--- config.mk ---
export PLATFORM = sky130hd
export DESIGN_NAME = interpolator_flat
export DESIGN_NICKNAME = d
export VERILOG_FILES = /design/src/rtl/interp_pkg.sv /design/src/rtl/interp_if.sv /design/src/rtl/interp_mac.sv /design/src/rtl/interpolator.sv /design/src/flat_wrapper.sv
export SDC_FILE = /design/constraint.sdc
export NUM_CORES = 2
export LEC_CHECK = 0
export ABC_CLOCK_PERIOD_IN_PS = 10600
export CORE_MARGIN = 3
export CORE_UTILIZATION = 55
export CTS_BUF_LIST = sky130_fd_sc_hd__clkbuf_8
export CTS_CLUSTER_SIZE = 28
export DETAILED_ROUTE_END_ITERATION = 8
export GPL_TIMING_DRIVEN = 0
export PLACE_DENSITY = 0.68
export SYNTH_ARGS = -nofsm -noshare
export SYNTH_HDL_FRONTEND = slang
export SYNTH_SLANG_ARGS = --single-unit
--- constraint.sdc ---
create_clock -name clk -period 10.6 [get_ports clk]
set_input_delay 1.59 -clock clk [delete_from_list [all_inputs] [get_ports clk]]
set_output_delay 1.59 -clock clk [all_outputs]
set_load 0.02 [all_outputs]
--- src/rtl/interp_pkg.sv ---
// Shared types and constants for the polyphase FIR interpolator.
// Contents: sample/coefficient types, widths, accumulator width helper,
// FSM state type and the default 16-tap halfband prototype filter.
package interp_pkg;

    localparam int unsigned SAMPLE_W      = 32;
    localparam int unsigned DEF_COEF_W    = 16;
    localparam int unsigned DEF_FRAC_BITS = 8;
    localparam int unsigned DEF_TAPS      = 16;

    typedef logic signed [SAMPLE_W-1:0]   sample_t;
    typedef logic signed [DEF_COEF_W-1:0] coef_t;

    // Accumulator wide enough to sum tpp full-precision products without overflow.
    function automatic int unsigned acc_width(input int unsigned coef_w, input int unsigned tpp);
        return SAMPLE_W + coef_w + $clog2(tpp);
    endfunction

    localparam int unsigned ACC_W = acc_width(DEF_COEF_W, DEF_TAPS / 2);

    typedef enum logic {
        ST_IDLE = 1'b0,
        ST_MAC  = 1'b1
    } state_t;

    // Halfband, DC gain 2: odd phase is a pure delay (centre tap 1.0),
    // even phase is the interpolating half whose taps sum to 1.0.
    localparam coef_t DEFAULT_COEFS [DEF_TAPS] = '{
        -16'sd3,   16'sd0,  16'sd10,  16'sd0, -16'sd28,  16'sd0, 16'sd149, 16'sd256,
        16'sd149,  16'sd0, -16'sd28,  16'sd0,  16'sd10,  16'sd0, -16'sd3,  16'sd0
    };

endpackage

--- src/rtl/interp_if.sv ---
// Sample stream interface of the interpolator.
// Ports: new_sample/valid_in (producer -> interpolator),
//        WAIT, interp_output, output_valid, overrun (interpolator -> system).
// master: producer side; slave: interpolator side.
interface interp_if;
    import interp_pkg::*;

    sample_t new_sample;
    logic    valid_in;
    logic    WAIT;
    sample_t interp_output;
    logic    output_valid;
    logic    overrun;

    modport master (
        output new_sample, valid_in,
        input  WAIT, interp_output, output_valid, overrun
    );

    modport slave (
        input  new_sample, valid_in,
        output WAIT, interp_output, output_valid, overrun
    );

endinterface

--- src/rtl/interp_mac.sv ---
// Time-shared multiply-accumulate for the interpolator: signed product,
// accumulator with load/add, floor shift by FRAC_BITS and registered output.
// Ports: clk, rst (async active-low), en_i (MAC step), first_i (load instead
// of add), last_i (emit result), sample_i, coef_i, result_o, valid_o.
// Build option: INTERP_SAT_EN saturates the result to 32 bits, otherwise wraps.
module interp_mac
    import interp_pkg::*;
#(
    parameter int unsigned COEF_W    = DEF_COEF_W,
    parameter int unsigned FRAC_BITS = DEF_FRAC_BITS,
    parameter int unsigned TPP       = 8
) (
    input  logic                     clk,
    input  logic                     rst,
    input  logic                     en_i,
    input  logic                     first_i,
    input  logic                     last_i,
    input  sample_t                  sample_i,
    input  logic signed [COEF_W-1:0] coef_i,
    output sample_t                  result_o,
    output logic                     valid_o
);

    localparam int unsigned PROD_W = SAMPLE_W + COEF_W;
    localparam int unsigned MAC_W  = acc_width(COEF_W, TPP);

    logic signed [PROD_W-1:0] prod_c;
    logic signed [MAC_W-1:0]  base_c;
    logic signed [MAC_W-1:0]  acc_d;
    logic signed [MAC_W-1:0]  acc_q;
    sample_t                  res_c;
    sample_t                  result_q;
    logic                     valid_q;

    // Full-precision signed product; both operands sign-extended first.
    assign prod_c = PROD_W'(sample_i) * PROD_W'(coef_i);
    assign base_c = first_i ? '0 : acc_q;
    assign acc_d  = base_c + MAC_W'(prod_c);

`ifdef INTERP_SAT_EN
    logic signed [MAC_W-1:0]      shifted_c;
    logic [MAC_W-SAMPLE_W:0]      top_c;

    assign shifted_c = acc_d >>> FRAC_BITS;
    assign top_c     = shifted_c[MAC_W-1:SAMPLE_W-1];

    // Clamp when the bits above the 32-bit sign position disagree.
    always_comb begin
        res_c = shifted_c[SAMPLE_W-1:0];
        if (top_c != '0 && top_c != '1) begin
            res_c = shifted_c[MAC_W-1] ? {1'b1, {(SAMPLE_W-1){1'b0}}}
                                       : {1'b0, {(SAMPLE_W-1){1'b1}}};
        end
    end
`else
    // Floor shift then keep the low 32 bits (two's-complement wrap).
    assign res_c = acc_d[FRAC_BITS +: SAMPLE_W];
`endif

    always_ff @(posedge clk or negedge rst) begin
        if (!rst) begin
            acc_q    <= '0;
            result_q <= '0;
            valid_q  <= 1'b0;
        end else begin
            valid_q <= 1'b0;
            if (en_i) begin
                acc_q <= acc_d;
                if (last_i) begin
                    result_q <= res_c;
                    valid_q  <= 1'b1;
                end
            end
        end
    end

    assign result_o = result_q;
    assign valid_o  = valid_q;

endmodule

--- src/rtl/interpolator.sv ---
// Polyphase FIR interpolator: each accepted Q24.8 sample yields INTERP_FACTOR
// filtered Q24.8 outputs using one shared MAC, one product per cycle.
// Ports: clk, rst (async active-low), bus (interp_if.slave: new_sample,
// valid_in, WAIT, interp_output, output_valid, overrun).
// Build option: INTERP_SAT_EN (output saturation, see interp_mac).
module interpolator
    import interp_pkg::*;
#(
    parameter int unsigned              INTERP_FACTOR = 2,
    parameter int unsigned              TAP_SIZE      = DEF_TAPS,
    parameter int unsigned              COEF_W        = DEF_COEF_W,
    parameter int unsigned              FRAC_BITS     = DEF_FRAC_BITS,
    parameter logic signed [COEF_W-1:0] COEFS [TAP_SIZE] = DEFAULT_COEFS
) (
    input logic     clk,
    input logic     rst,
    interp_if.slave bus
);

    localparam int unsigned TPP   = TAP_SIZE / INTERP_FACTOR;
    localparam int unsigned K_W   = (TPP > 1) ? $clog2(TPP) : 1;
    localparam int unsigned P_W   = (INTERP_FACTOR > 1) ? $clog2(INTERP_FACTOR) : 1;
    localparam int unsigned IDX_W = (TAP_SIZE > 1) ? $clog2(TAP_SIZE) : 1;

    state_t             state_q, state_d;
    logic [K_W-1:0]     k_q, k_d;
    logic [P_W-1:0]     p_q, p_d;
    sample_t            x_q [TPP];
    sample_t            x_d [TPP];
    logic               wait_q;
    logic               overrun_q, overrun_d;

    logic               mac_en_c;
    logic               first_c;
    logic               last_c;
    logic [IDX_W-1:0]   idx_c;

    assign mac_en_c = (state_q == ST_MAC);
    assign first_c  = (k_q == '0);
    assign last_c   = (k_q == K_W'(TPP - 1));
    // Tap of phase p at delay k sits at h[k*L + p].
    assign idx_c    = IDX_W'(k_q) * IDX_W'(INTERP_FACTOR) + IDX_W'(p_q);

    // Next-state: acceptance/shift in IDLE, tap and phase sequencing in MAC.
    always_comb begin
        state_d   = state_q;
        k_d       = k_q;
        p_d       = p_q;
        x_d       = x_q;
        overrun_d = overrun_q;
        case (state_q)
            ST_IDLE: begin
                if (bus.valid_in) begin
                    x_d[0] = bus.new_sample;
                    for (int i = 1; i < TPP; i++) begin
                        x_d[i] = x_q[i-1];
                    end
                    k_d     = '0;
                    p_d     = '0;
                    state_d = ST_MAC;
                end
            end
            ST_MAC: begin
                // Busy: any offered sample is dropped and flagged.
                if (bus.valid_in) begin
                    overrun_d = 1'b1;
                end
                if (last_c) begin
                    k_d = '0;
                    if (p_q == P_W'(INTERP_FACTOR - 1)) begin
                        p_d     = '0;
                        state_d = ST_IDLE;
                    end else begin
                        p_d = p_q + P_W'(1);
                    end
                end else begin
                    k_d = k_q + K_W'(1);
                end
            end
            default: state_d = ST_IDLE;
        endcase
    end

    always_ff @(posedge clk or negedge rst) begin
        if (!rst) begin
            state_q   <= ST_IDLE;
            k_q       <= '0;
            p_q       <= '0;
            wait_q    <= 1'b0;
            overrun_q <= 1'b0;
            for (int i = 0; i < TPP; i++) begin
                x_q[i] <= '0;
            end
        end else begin
            state_q   <= state_d;
            k_q       <= k_d;
            p_q       <= p_d;
            wait_q    <= (state_d != ST_IDLE);
            overrun_q <= overrun_d;
            x_q       <= x_d;
        end
    end

    interp_mac #(
        .COEF_W    (COEF_W),
        .FRAC_BITS (FRAC_BITS),
        .TPP       (TPP)
    ) u_mac (
        .clk      (clk),
        .rst      (rst),
        .en_i     (mac_en_c),
        .first_i  (first_c),
        .last_i   (last_c),
        .sample_i (x_q[k_q]),
        .coef_i   (COEFS[idx_c]),
        .result_o (bus.interp_output),
        .valid_o  (bus.output_valid)
    );

    assign bus.WAIT    = wait_q;
    assign bus.overrun = overrun_q;

endmodule

--- src/flat_wrapper.sv ---
// flat-port wrapper written by rule: the top's interface ports become plain ports
module interpolator_flat import interp_pkg::*;
#(
    parameter int unsigned              INTERP_FACTOR = 2,
    parameter int unsigned              TAP_SIZE      = DEF_TAPS,
    parameter int unsigned              COEF_W        = DEF_COEF_W,
    parameter int unsigned              FRAC_BITS     = DEF_FRAC_BITS,
    parameter logic signed [COEF_W-1:0] COEFS [TAP_SIZE] = DEFAULT_COEFS
)
  (clk, rst, bus_new_sample, bus_valid_in, bus_WAIT, bus_interp_output, bus_output_valid, bus_overrun);
  interp_if bus_i ();
  input logic clk;
  input logic rst;
  input wire logic [$bits(bus_i.new_sample)-1:0] bus_new_sample;
  input wire logic [$bits(bus_i.valid_in)-1:0] bus_valid_in;
  output wire logic [$bits(bus_i.WAIT)-1:0] bus_WAIT;
  output wire logic [$bits(bus_i.interp_output)-1:0] bus_interp_output;
  output wire logic [$bits(bus_i.output_valid)-1:0] bus_output_valid;
  output wire logic [$bits(bus_i.overrun)-1:0] bus_overrun;
  assign bus_i.new_sample = bus_new_sample;
  assign bus_i.valid_in = bus_valid_in;
  assign bus_WAIT = bus_i.WAIT;
  assign bus_interp_output = bus_i.interp_output;
  assign bus_output_valid = bus_i.output_valid;
  assign bus_overrun = bus_i.overrun;
  interpolator #(.INTERP_FACTOR(INTERP_FACTOR), .TAP_SIZE(TAP_SIZE), .COEF_W(COEF_W), .FRAC_BITS(FRAC_BITS), .COEFS(COEFS)) u_core (.clk(clk), .rst(rst), .bus(bus_i));
endmodule
==> results by group <==
Setup path
  • Crit Path Class: reg2reg
  • CP max FO: 10
  • Critical Path End Type: register
  • CP startpoint kind: register
  • Worst path required time: 11.08 ns
  • FF-to-FF setup slack: 0.35 ns
  • Worst EP arrival: 10.73 ns

Global route
  • Largest net degree at the start of global routing: 126
  • Global-route wire length before repair: 135000 um
  • Initial antenna violation count: 1
  • Gr usage total: 31.0%
  • Gr ovfl total: 0
  • Vias in the first global route: 23319

Detailed routing
  • Drt initial violations: 1731
  • Vias after detailed routing: 22160
  • Wire length per cell: 21.5 um
  • Post-route DRC: 0
  • Vias/cell: between 5 and 6
  • Final ANT Viol Nets: 0
  • 1st-pass router iterations: 7
  • Final wirelength: 86000 um

Yosys
  • Register area share after synthesis: between 20 and 30%
  • Synthesized Nets: 3728
  • Syn Inst Count: approximately 3100
  • Post-synth cell types: 65
  • #FFs+latches synth: around 340
  • Synthesized area per cell: between 9 and 10 sq um
  • Async SR Flop Fraction: 100%
  • Main synth FF type: dfrtp_1
  • Ys Warns: 0
  • Mapped cell area: 30100 sq um
  • Post-synth EDFFs: 0

Job
  • Max-Cap Viols: 0

Clock tree
  • Reg clk slew, reported paths: roughly 0.070 ns
  • TritonCTS Buffers: 56
  • H-tree depth reported by CTS: 2
  • Max clock buf depth: 3
  • CTS tree: done
  • Clk Latency, worst-skew pair: 0.68 ns
  • Setup bufs post-CTS: 0
  • Clock Root Buffer: clkbuf_8
  • CTS Hold Bufs: 0
  • Post_cts resized: 0
  • Clock sink count: 335

Floorplanning
  • FP Rows: 85
  • Initial Utilization: 55.7%
  • IO Pins: 70
  • CORE AREA: 54000 sq um
  • Die W: 240 um
  • Die Area: 57600 sq um
  • Chip height: 240 um

STA
  • RSZ-0062 raised after global routing: no
  • Clock Skew: between 0.02 and 0.03 ns
  • Fmax: 0.0975 GHz
  • Max Slew Vio Count: 0
  • Fin crit share: 96.7%
  • Minimum clock period: 10.25 ns
  • Slack of the critical path: 0.348 ns
  • Final setup fails: 0
  • Slew @ Worst Pin: between 1 and 1.5 ns
  • Slew headroom: 8.90%
  • Hold Fails Final Rpt: 0

Layout
  • Final non-filler cell total: ~4000
  • Multi-input logic area: about 19000 sq um
  • Layout cells sized above 1: 7.35%
  • Sequential cell area: roughly 8400 sq um
  • Final Net Count: 3858
  • Filler cells: 4654
  • Layout area overhead: 9.29%

Worst hold path
  • Hold WC Path Type: reg2reg

Place
  • Routability cong.: approximately 0.98
  • DP Wirelength: 69100 um
  • Pre-CTS setup slack: 0.437 ns
  • Dpl cells: 3899
  • Port buffer count: 69

Status
  • Status: finished, final reports clean
## through the flow
stage	hold WS [ns]	cell area, sq um	setup TNS, ns	util (%)
floorplan	0.440	30100	0	-
global placement	0.447	31700	-2118.62	58.6
detailed placement	0.454	31700	0	58.7
CTS	0.472	32900	0	60.9
global route	0.490	32900	0	60.9
finish	0.465	32900	0	60.9
## synthesized netlist by cell type, types with 3 or more instances
| cell type | number | area share (%) |
|---|---|---|
| a21oi_1 | 37 | 0.62 |
| ha_1 | 133 | 5.5 |
| buf_1 | 19 | 0.24 |
| dfrtp_1 | 335 | 28 |
| mux4_2 | 64 | 4.8 |
| inv_1 | 519 | 6.5 |
| and3_1 | 10 | 0.21 |
| mux2_2 | 54 | 2.0 |
| mux2i_1 | 27 | 0.90 |
| and2_1 | 47 | 0.98 |
| nor3_1 | 12 | 0.20 |
| or2_1 | 12 | 0.25 |
| or2_2 | 14 | 0.29 |
| mux2i_4 | 3 | 0.22 |
| nor2_1 | 137 | 1.7 |
| o21a_1 | 13 | 0.32 |
| o211ai_1 | 5 | 0.12 |
| buf_4 | 5 | 0.12 |
| o21ai_1 | 12 | 0.20 |
| nor4_1 | 4 | 0.083 |
| buf_2 | 14 | 0.23 |
| inv_2 | 8 | 0.10 |
| o21ai_0 | 15 | 0.25 |
| nor2b_1 | 8 | 0.17 |
| nand2_1 | 923 | 12 |
| xnor2_1 | 39 | 1.1 |
| a21boi_0 | 4 | 0.10 |
| o2111ai_1 | 5 | 0.15 |
| nand2b_1 | 19 | 0.39 |
| clkbuf_1 | 85 | 1.1 |
| o31ai_1 | 11 | 0.27 |
| nand3_1 | 17 | 0.28 |
| xor2_1 | 10 | 0.29 |
| fa_1 | 429 | 29 |
| a211oi_1 | 14 | 0.35 |
| a21o_1 | 13 | 0.32 |
| a21boi_1 | 3 | 0.075 |
| or4_1 | 6 | 0.15 |
| xnor3_1 | 4 | 0.30 |
| o21bai_1 | 5 | 0.12 |
| a31oi_1 | 6 | 0.12 |
## flip-flops by register name (all words and copies together) (netlist names)
name,cells
u_core.x_q,256
u_core.u_mac.acc_q,40
u_core.u_mac.result_o,32
u_core.k_q,3
u_core.bus.overrun,1
u_core.mac_en_c,1
u_core.p_q,1
u_core.u_mac.valid_o,1
## path summary, 6_finish.rpt
check                                        start                       end  depth (start not counted)
worst max-delay path                 u_core.k_q[0]    u_core.u_mac.acc_q[39]                         27
worst min-delay path            u_core.bus.overrun        u_core.bus.overrun                          1
worst max register to register       u_core.k_q[0]    u_core.u_mac.acc_q[39]                         27
worst min register to register  u_core.bus.overrun        u_core.bus.overrun                          1
max in group asynchronous                      rst           u_core.x_q[155]                          4
min in group asynchronous                      rst  u_core.u_mac.result_o[0]                          1
## metal layers
metal  part of all wire [%]  vias up  global-route usage, %
met5                      0        -                      0
met4                    3.9        0                   11.0
met3                    8.1      168                   6.18
met2                     46      910                   48.7
met1                     43    11233                   43.6
li1                       -     9849                      -
## kinds of logic after synthesis
family | Yosys count | share of synthesized area, %
adder cells (fa/ha/maj) | 564 | 34.1
buffers and inverters | 650 | 8.23
multiplexers | 148 | 7.93
AND/OR/NAND/NOR | 1217 | 16.4
XOR/XNOR | 53 | 1.73
flip-flops | 335 | 27.9
AO/OA/AOI/OAI | 164 | 3.68
## cell usage in the layout (no fill, tap or decap), types with 5 or more instances in the layout
master / instances
nand2_1: 923
inv_1: 548
fa_1: 429
dfrtp_1: 335
nor2_1: 137
ha_1: 133
clkbuf_1: 85
clkbuf_8: 69
clkdlybuf4s50_1: 68
mux4_2: 64
mux2_2: 54
and2_1: 47
xnor2_1: 39
a21oi_1: 37
mux2i_1: 27
nand2b_1: 19
buf_1: 19
nand3_1: 17
o21ai_0: 15
buf_2: 14
or2_2: 14
a211oi_1: 14
a21o_1: 13
o21a_1: 13
o21ai_1: 12
or2_1: 12
nor3_1: 12
o31ai_1: 11
xor2_1: 10
and3_1: 10
inv_2: 8
nor2b_1: 8
or4_1: 6
a31oi_1: 6
buf_4: 5
o211ai_1: 5
o2111ai_1: 5
o21bai_1: 5
## final cells by class
| type | count | share of cell area [%] |
|---|---|---|
| sequential | 335 | 25.5 |
| tap | 696 | 2.65 |
| antenna | 1 | 0.00761 |
| clock inverter | 35 | 0.590 |
| timing repair buffer | 72 | 2.37 |
| buffer | 123 | 1.51 |
| clock buffer | 69 | 2.89 |
| inverter | 527 | 6.02 |
| multi-input combinational | 2146 | 58.5 |
## critical path, cell delays in order (launching register included)
cell	delay, ns
dfrtp_1	0.51
buf_2	0.40
buf_4	0.34
buf_4	0.29
buf_2	0.45
mux4_2	0.56
mux2i_1	0.71
nor2_1	0.29
inv_1	0.35
fa_1	0.47
inv_1	0.08
fa_1	0.42
fa_1	0.44
fa_1	0.51
fa_1	0.50
inv_1	0.05
fa_1	0.47
inv_1	0.04
ha_1	0.25
buf_2	0.20
and4_1	0.33
nor4bb_1	0.70
nand4_1	0.18
o221ai_1	0.57
o21bai_1	0.21
a21oi_1	0.43
or3_1	0.21
a31oi_1	0.08
Power is left out: the tool's default activity adds up to more than one toggle a clock period on the data nets, which glitch-free logic cannot reach.
